`src/rtl/clkdiv_pkg.sv`:
```
// Shared constants and helpers for the programmable clock divider.
// Optional feature macro: CLKDIV_SYNC_EN (adds i_sync realignment).
package clkdiv_pkg;

  localparam int unsigned CLKDIV_NBITS   = 8;
  localparam int unsigned CLKDIV_NCH     = 2;
  localparam int unsigned CLKDIV_DIV_RST = 0;

  // Counter width for a given divisor width; never narrower than 1.
  function automatic int unsigned cnt_width(
    input int unsigned nbits
  );
    return (nbits < 1) ? 1 : nbits;
  endfunction

endpackage

```
`src/rtl/clkdiv_channel.sv`:
```
// One divider channel: half-period counter, shadow/active divisor,
// registered o_clk / o_tick / o_pend.
module clkdiv_channel
  import clkdiv_pkg::*;
#(
  parameter int unsigned NBITS   = CLKDIV_NBITS,
  parameter int unsigned DIV_RST = CLKDIV_DIV_RST
) (
  input  logic             i_clk,
  input  logic             i_rst,
  input  logic             i_en,
  input  logic             i_sync,
  input  logic [NBITS-1:0] i_div,
  input  logic             i_load,
  output logic             o_clk,
  output logic             o_tick,
  output logic             o_pend
);

  localparam int unsigned CW = cnt_width(NBITS);
  localparam logic [CW-1:0] DIV_RST_V = CW'(DIV_RST);

  logic [CW-1:0] cnt_q, cnt_d;
  logic [CW-1:0] act_q, act_d;
  logic [CW-1:0] shd_q, shd_d;
  logic          clk_q, clk_d;
  logic          tick_q, tick_d;
  logic          pend_q, pend_d;
  logic          tc;
  logic          apply;

  // Next-state: terminal count toggles and swaps in the shadow divisor.
  always_comb begin
    cnt_d  = cnt_q;
    clk_d  = clk_q;
    tick_d = 1'b0;
    act_d  = act_q;
    apply  = 1'b0;
    tc     = (cnt_q == act_q);
    shd_d  = i_load ? i_div : shd_q;
    if (i_sync) begin
      cnt_d = '0;
      clk_d = 1'b0;
      act_d = shd_q;
      apply = 1'b1;
    end else if (i_en) begin
      if (tc) begin
        cnt_d  = '0;
        clk_d  = ~clk_q;
        tick_d = ~clk_q;
        act_d  = shd_q;
        apply  = 1'b1;
      end else begin
        cnt_d = cnt_q + CW'(1);
      end
    end
    // A load in the apply cycle stays pending for the next half-period.
    pend_d = i_load | (pend_q & ~apply);
  end

  // State registers with synchronous reset.
  always_ff @(posedge i_clk) begin
    if (i_rst) begin
      cnt_q  <= '0;
      act_q  <= DIV_RST_V;
      shd_q  <= DIV_RST_V;
      clk_q  <= 1'b0;
      tick_q <= 1'b0;
      pend_q <= 1'b0;
    end else begin
      cnt_q  <= cnt_d;
      act_q  <= act_d;
      shd_q  <= shd_d;
      clk_q  <= clk_d;
      tick_q <= tick_d;
      pend_q <= pend_d;
    end
  end

  assign o_clk  = clk_q;
  assign o_tick = tick_q;
  assign o_pend = pend_q;

endmodule

```
`src/rtl/prog_clk_divider.sv`:
```
// Multi-channel runtime-programmable clock divider / tick generator.
// Define CLKDIV_SYNC_EN to add the i_sync channel realignment input.
module prog_clk_divider
  import clkdiv_pkg::*;
#(
  parameter int unsigned NBITS   = CLKDIV_NBITS,
  parameter int unsigned NCH     = CLKDIV_NCH,
  parameter int unsigned DIV_RST = CLKDIV_DIV_RST
) (
  input  logic                 i_clk,
  input  logic                 i_rst,
  input  logic [NCH-1:0]       i_en,
  input  logic [NCH*NBITS-1:0] i_div,
  input  logic [NCH-1:0]       i_load,
`ifdef CLKDIV_SYNC_EN
  input  logic                 i_sync,
`endif
  output logic [NCH-1:0]       o_clk,
  output logic [NCH-1:0]       o_tick,
  output logic [NCH-1:0]       o_pend
);

  logic sync;

`ifdef CLKDIV_SYNC_EN
  assign sync = i_sync;
`else
  assign sync = 1'b0;
`endif

  for (genvar k = 0; k < NCH; k++) begin : g_ch
    clkdiv_channel #(
      .NBITS   (NBITS),
      .DIV_RST (DIV_RST)
    ) u_ch (
      .i_clk  (i_clk),
      .i_rst  (i_rst),
      .i_en   (i_en[k]),
      .i_sync (sync),
      .i_div  (i_div[k*NBITS +: NBITS]),
      .i_load (i_load[k]),
      .o_clk  (o_clk[k]),
      .o_tick (o_tick[k]),
      .o_pend (o_pend[k])
    );
  end

endmodule

```
`config.mk`:
```
export PLATFORM = sky130hd
export DESIGN_NAME = prog_clk_divider
export DESIGN_NICKNAME = d
export VERILOG_FILES = /design/src/rtl/clkdiv_pkg.sv /design/src/rtl/clkdiv_channel.sv /design/src/rtl/prog_clk_divider.sv
export SDC_FILE = /design/constraint.sdc
export NUM_CORES = 1
export LEC_CHECK = 0
export CORE_ASPECT_RATIO = 0.6
export CORE_MARGIN = 5
export CORE_UTILIZATION = 59
export CTS_CLUSTER_SIZE = 30
export DETAILED_ROUTE_END_ITERATION = 10
export PLACE_DENSITY = 0.83
export SLEW_MARGIN = 20
export SYNTH_ARGS = -nofsm -noshare
export SYNTH_HDL_FRONTEND = slang
export SYNTH_SLANG_ARGS = --single-unit
```
`constraint.sdc`:
```
create_clock -name i_clk -period 2.32 [get_ports i_clk]
set_input_delay 0.348 -clock i_clk [delete_from_list [all_inputs] [get_ports i_clk]]
set_output_delay 0.348 -clock i_clk [all_outputs]
set_load 0.02 [all_outputs]
```
## Word level (Yosys, flattened, before mapping)

Cells that the tools add are included.
W data, S select, Z words.

- Word-level logic and storage cells: 38
- Register bits: 54
- Input port bits: 22
- Output and inout port bits: 6

- Reductions and logical operators: 4
- Eq/ne operators: 2
- Bitwise logic cells: 12
- Add/sub/neg operators: 2
- Muxes and demuxes: 6

Operator list:

| kind | number |
|---|---|
| $add A8 B1 Y8 const B | 2 |
| $eq A8 B8 Y1 | 2 |
| $mux W8 | 2 |
| $not A1 Y1 | 8 |
| $reduce_or A3 Y1 | 2 |
| $mux W1 | 4 |
| $reduce_and A2 Y1 | 2 |
| $and A1 B1 Y1 | 2 |
| $or A1 B1 Y1 | 2 |

## Logic depth before layout (Yosys ltp)

Gate-level depths: netlist of the first run.

- Depth after elaboration: 6
- Gate-level depth with buffers: 5
- Mapped depth without buffers: 5

## Hierarchy

From an unflattened synthesis of the first run, not the netlist that was laid out.

- Cells, all modules: 335
- Area total of the unflattened synthesis: 2,786.4 um^2

By module, submodules not included:

| module | cells each | area each (um^2) | seq. area each (um^2) | times used |
|---|---|---|---|---|
| clkdiv_channel | 167 | 1,391.3 | 540.5 | 2 |
| prog_clk_divider | 1 | 3.8 | 0.0 | 1 |

## Worst setup path before layout of the first run

No wires, ideal clock.

- Kind: register to register
- Start: register g_ch[0].u_ch.cnt_q[0]
- End: register g_ch[0].u_ch.clk_q
- Path buffers: 0
- Slack: 1,020 ps
- Arrival: 1,230 ps
- Stages on the path, launching flop included: 5
- Data required time: 2,250 ps
- Clock period less this slack: 1,300 ps
- Setup time: 70 ps
- Cells stage by stage: dfxtp_1 > xnor2_1 > nand3_1 > or4_1 > a21oi_1

- Word-level cells in the longest chain between the ends: 2

RTL lines:

| what | RTL line | text |
|---|---|---|
| from (decl) | clkdiv_channel.sv:23 | `logic [CW-1:0] cnt_q, cnt_d;` |
| from (signal assigned) | clkdiv_channel.sv:71 | `cnt_q <= cnt_d;` |
| $eq A8 B8 Y1 | clkdiv_channel.sv:39 | `tc = (cnt_q == act_q);` |
| $reduce_and A2 Y1 (no line) | -- |  |
| to (signal assigned) | clkdiv_channel.sv:74 | `clk_q <= clk_d;` |
| to (decl) | clkdiv_channel.sv:26 | `logic clk_q, clk_d;` |

No other way between the ends.
A chain may end at the register's enable or synchronous reset.

## Worst setup path after layout of the first run

- Start: register g_ch[0].u_ch.clk_q
- End: output port o_clk[0]

RTL lines:

| what | RTL line | text |
|---|---|---|
| to (decl) | prog_clk_divider.sv:18 | `output logic [NCH-1:0] o_clk,` |

No word-level cell between the ends.

==> results.toml, run 1 <==
[pwr]
ir_worst_vdd_uv = 449.3
p_per_area_mw_per_mm2 = 735.3
p_leak_nw = 0.9984

[routing]
drc_errors = 0
antenna_left = 0
drt_wl_total_um = 5111
drt_iter0_markers = 205
drt-wirelength-per-cell_um = 15.58
dr.pass1.iters = 4
vias = 1930
viasPerCell = 5.884

[clocking]
htreeDepth = 2
cts-resized-gates = 0
post_cts_buffers = 0
clockRootBuffer = "clkbuf_8"
cts.clk_slew.worst_paths_ns = 0.10
cts_buffers = 5
hold_buffers = 0
numClockSinks = 54
clk-insertion-delay-late_ns = 0.31
clockBufferDepth = 2
cts_tree = "yes"

[synth]
yosysWarnings = 0
synth_common_cells = "dfxtp_1, nand4_1, xnor2_1"
seq_area_frac_synth_pct = 44.98
synth_top_area_share_pct = 44.98
yosys.area.top_type = "dfxtp_1"
avgSynthCellArea_um2 = 9.139
synth-simple-area-share_pct = 18.64
synth_top_family_by_area = "simple AND/OR/NAND/NOR gates"
synth.mux.area_fraction_pct = 7.080
synth_xor_area_share_pct = 10.20
synth.area.top_cells = "dfxtp_1, xnor2_1, mux2i_1, nand4_1, o31ai_1"
netlist_instances = 263
synthArstFlopShare_pct = 0
synth_seq_cells = 54
ys_dominant_reg_cell = "dfxtp_1"
synthesis.area_mm2 = 0.002404
ys_types = 29
synth_most_common_cell = "dfxtp_1"
yosys.area_share.adder_pct = 1.041
synth_edf_count = 0
syn_nets = 287
synth_compound_area_share_pct = 11.66

[finish]
area_delta_synth_final_pct = 13.79
final_util_pct = 67.85
nets = 301
n_antenna_cell = 0
drive_above_1_share_pct = 6.835
design_area_mm2 = 0.002735

[floorplan]
die_h_um = 59.44
dieArea_mm2 = 0.005492
rows = 18
core_mm2 = 0.004031
io_pins = 28
die_w_um = 92.40
start_util_pct = 59.62

[sta]
hold_violations = 0
setup_viol = 0
drv_slew = 0
layout_min_cycle_time_ns = 1.651
fin_skew_ns = 0.01225
relSlewSlack_pct = 60.72
tightest_slew_ns = 0.5874
holdWs_ns = 0.4332
setup-tns-final_ns = 0
fmaxAchievable_mhz = 605.8
period_share_pct = 71.15
rsz0062_at_grt = "no"

[outcome]
status = "finished, final reports clean"

[global_routing]
met1_usage_pct = 31.12
grt_max_degree = 36
grt-ovfl-total = 0
grt_pass1_wl_um = 8935
grt_pass1_vias = 1793
antenna_found_initial = 0
grt_use_total_pct = 20.48
gr-usage-met2_pct = 28.76
busiest_layer = "met1"
grtUsageMet3_pct = 4.569

[worst_hold_path]
min-delay-start = "i_rst"
hold_class = "input pin to flip-flop"

[setup_path]
crit_start = "g_ch[0].u_ch.o_clk"
cp.required_ns = 1.97
cp_max_fo = 4
critPathSlowestCell = "clkdlybuf4s50_1"
reg2reg_from = "g_ch[1].u_ch.cnt_q[2]"
critPathArrivalTime_ns = 1.30
path_cells = "clkdlybuf4s50_1"
cp_top_family = "buffers and inverters"
crit_path_end_kind = "output pin"
slowest_delay_ns = 0.62
worst-setup-path-type = "flip-flop to output pin"
crit_buf_inv = 1
start_kind = "flip-flop"

[place]
dp_hpwl_um = 3715
io_buffer_count = 27
gp_congestion = 0.8650
placed_area_mm2 = 0.002645

[job]
max_cap_violations = 0
==> cells in the final DEF, fill, tap and decap left out <==
| cell type | instances |
|---|---|
| o2bb2ai_1 | 1 |
| mux2i_1 | 17 |
| clkinv_4 | 1 |
| nor2_1 | 22 |
| dfxtp_1 | 54 |
| clkdlybuf4s50_1 | 26 |
| nand4_1 | 24 |
| and2_1 | 1 |
| o31ai_1 | 18 |
| a211o_1 | 1 |
| or4_1 | 1 |
| nand3_1 | 2 |
| o22ai_1 | 1 |
| xnor2_1 | 23 |
| clkbuf_8 | 5 |
| clkinvlp_4 | 1 |
| and4_1 | 3 |
| buf_2 | 1 |
| nor3_1 | 16 |
| nor3_2 | 2 |
| buf_4 | 7 |
| and3_1 | 1 |
| o211ai_1 | 1 |
| ha_1 | 2 |
| a21oi_1 | 20 |
| nand2_1 | 14 |
| nor2b_1 | 1 |
| a21oi_2 | 1 |
| clkinv_2 | 1 |
| inv_1 | 4 |
| o21ai_0 | 1 |
| xor2_1 | 5 |
==> where the power goes <==
group	switching (mW)	internal [mW]	leakage [nW]
clock network	0.311	0.213	0.0441
registers	0.0450	0.985	0.441
logic	0.277	0.181	0.513
==> registers in the layout, summed over array words and instances (netlist names) <==
register	count
g_ch.u_ch.o_tick	2
g_ch.u_ch.o_pend	2
g_ch.u_ch.o_clk	2
g_ch.u_ch.shd_q	16
g_ch.u_ch.cnt_q	16
g_ch.u_ch.act_q	16
==> through the flow <==
step           setup slack [ns]  total power, mW  instances
3_5_place_dp             0.4541            1.503        320
4_1_cts                  0.6588            2.012        328
5_1_grt                  0.4860            2.112        328
6_report                 0.6693            2.011        328
2_1_floorplan             1.020            1.381        263
3_3_place_gp             0.5024            1.485        320
==> cells by family (layout without fill, tap and decap cells) <==
| logic type | after synthesis | count (layout) |
|---|---|---|
| flip-flops | 54 | 54 |
| adder cells (fa/ha/maj) | 2 | 2 |
| buffers and inverters | 31 | 46 |
| AO/OA/AOI/OAI | 44 | 44 |
| multiplexers | 17 | 17 |
| XOR/XNOR | 28 | 28 |
| AND/OR/NAND/NOR | 87 | 87 |
==> final timing paths <==
check | endpoint | slack (ns) | depth (start not counted)
min reg2reg | g_ch[1].u_ch.o_pend | 0.47 | 2
max | o_clk[0] | 0.67 | 1
min | g_ch[0].u_ch.shd_q[5] | 0.43 | 2
max reg2reg | g_ch[1].u_ch.act_q[7] | 0.70 | 5
==> cell type report <==
| class | count | area (um^2) |
|---|---|---|
| Timing Repair Buffer | 34 | 317.8 |
| Tap cell | 50 | 62.56 |
| Multi-Input combinational cell | 178 | 1169 |
| Fill cell | 337 | 1296 |
| Clock inverter | 3 | 21.27 |
| Sequential cell | 54 | 1081 |
| Clock buffer | 5 | 68.82 |
| Inverter | 4 | 15.01 |
==> routing by layer <==
metal | part of all wire (%) | vias up
met1 | 53 | 908
met3 | 6.6 | 7
met2 | 40 | 53
li1 | - | 962
met4 | 0.98 | 0
met5 | 0 | -
Power figures use the tool's default switching activity.
==> run 2, diff against run 1 <==
- CORE_UTILIZATION: 59 -> 55
- PLACE_DENSITY: 0.83 -> 0.79
- clock period: 2.32 -> 1.6 ns (I/O delays scaled with it)
==> run 2 against run 1 <==
  * Worst setup slack got worse by 0.62 ns
  * Total power increased by 50%
  * Clock power increased by 54%
  * Clock skew decreased by 0.0014 ns
  * Cell count increased by 7.0%
  * Register-to-register slack got worse by 0.57 ns
  * Sequential cell count unchanged
  * Worst hold slack got worse by 0.092 ns
  * Global-route usage decreased by 0.99 points
  * Largest power group unchanged
==> results.toml, run 2 (synthesis results as in run 1) <==
[sta]
hold_violations = 0
period_share_pct = 96.83
drv_slew = 0
fmaxAchievable_mhz = 645.4
setup_viol = 0
fin_skew_ns = 0.01083
tightest_slew_ns = 0.4171
relSlewSlack_pct = 72.19
layout_min_cycle_time_ns = 1.549

[setup_path]
slowest_delay_ns = 0.62
cp.required_ns = 1.36
cp_max_fo = 4
critPathArrivalTime_ns = 1.31
critPathSlowestCell = "clkdlybuf4s50_1"
path_cells = "clkdlybuf4s50_1"
crit_buf_inv = 1
start_kind = "flip-flop"
cp_top_family = "buffers and inverters"
crit_path_end_kind = "output pin"
worst-setup-path-type = "flip-flop to output pin"

[place]
io_buffer_count = 27
gp_congestion = 0.8987
placed_area_mm2 = 0.002760
dp_hpwl_um = 3676

[clocking]
clk-insertion-delay-late_ns = 0.31
cts_tree = "yes"
hold_buffers = 0
clockRootBuffer = "clkbuf_8"
cts.clk_slew.worst_paths_ns = 0.10
numClockSinks = 54
htreeDepth = 2
clockBufferDepth = 2
cts_buffers = 5

[finish]
drive_above_1_share_pct = 11.68
nets = 314
final_cell_mix = "dfxtp_1, clkdlybuf4s50_1, nand4_1"
final.fill_count = 349
final_util_pct = 68.86
area_delta_synth_final_pct = 19.36
design_area_mm2 = 0.002869
multi_input_area_mm2 = 0.001170
mostFrequentLayoutCell = "dfxtp_1"
largestRegisters = "g_ch.u_ch.act_q (16), g_ch.u_ch.cnt_q (16), g_ch.u_ch.shd_q (16)"
n_antenna_cell = 0
seq_area_mm2 = 0.001082

[pwr]
p_per_area_mw_per_mm2 = 1053
p_leak_nw = 1.070
ir_worst_vdd_uv = 620.6
power_mw = 3.021

[floorplan]
die_h_um = 61.21
start_util_pct = 57.69
io_pins = 28
core_mm2 = 0.004167
die_w_um = 95.35
rows = 18
dieArea_mm2 = 0.005836

[routing]
drt-wirelength-per-cell_um = 14.60
drt_iter0_markers = 149
viasPerCell = 5.541
drc_errors = 0
antenna_left = 0
dr.pass1.iters = 4
drt_wl_total_um = 5123
vias = 1945

[global_routing]
grt_pass1_wl_um = 8756
grt_max_degree = 30
grt-ovfl-total = 0
grt_use_total_pct = 19.49
antenna_found_initial = 0
grt_pass1_vias = 1735

[outcome]
status = "finished, final reports clean"

[worst_hold_path]
hold_class = "input pin to flip-flop"

[job]
max_cap_violations = 0
## run 2: per-layer routing
| layer | global-route usage (%) | vias up | wire (um) |
|---|---|---|---|
| li1 | - | 992 | - |
| met1 | 30.85 | 883 | 2743 |
| met2 | 26.57 | 66 | 1941 |
| met3 | 4.274 | 4 | 399 |
| met4 | 4.312 | 0 | 38 |
| met5 | 0 | - | 0 |
## run 2: final cells by class
class / count / area share [%]
inverters: 4 / 0.5233
flip-flops and latches: 54 / 37.72
multi-input cells: 178 / 40.78
clock buffers: 6 / 2.878
repair buffers: 47 / 14.91
well taps: 60 / 2.617
clock inverters: 2 / 0.5669
## run 2: final timing paths
| path | to | depth (start not counted) | start | slack, ns |
|---|---|---|---|---|
| setup reg to reg | g_ch[0].u_ch.act_q[4] | 5 | g_ch[0].u_ch.cnt_q[2] | 0.13 |
| hold / removal | g_ch[1].u_ch.cnt_q[0] | 2 | i_rst | 0.34 |
| setup / recovery | o_clk[0] | 1 | g_ch[0].u_ch.o_clk | 0.05 |
| hold reg to reg | g_ch[1].u_ch.o_pend | 2 | g_ch[1].u_ch.o_pend | 0.47 |
## run 2: worst reg2reg max path: cells and delay by family, from the launching register on
family / cells / cell delay, ns
AOI/OAI and AO/OA: 2 / 0.33
DFF: 1 / 0.45
and+or+nand+nor: 1 / 0.20
buffers and inverters: 1 / 0.23
xor gates and xnor gates: 1 / 0.16
## run 2: per-stage QoR
step | hold WS (ns) | instances | setup slack [ns] | setup TNS [ns]
finish | 0.3417 | 351 | 0.05068 | 0
global route | 0.3961 | 351 | -0.003622 | -0.003622
CTS | 0.3302 | 350 | 0.03432 | 0
detailed placement | 0.4561 | 342 | -0.04391 | -0.07323
global placement | 0.4524 | 342 | -0.0003414 | -0.0003414
floorplan | 0.3871 | 263 | 0.2995 | 0
## run 2: repair_timing
item                       4_1_cts  5_1_grt
setup buffers                    0        1
gates resized for setup          0        2
setup endpoints to repair        0        7
## run 2: where the power goes
group	total [mW]	internal [mW]	leakage, nW	switching [mW]
clock	0.806	0.357	0.0478	0.449
combinational	0.723	0.316	0.581	0.407
sequential	1.49	1.43	0.441	0.0637
total	3.02	2.10	1.07	0.919
==> run 3, diff against run 2 <==
- GPL_ROUTABILITY_DRIVEN: unset -> 0
==> results of run 3 <==
Final layout, timing and power as in run 2 (identical DEF).
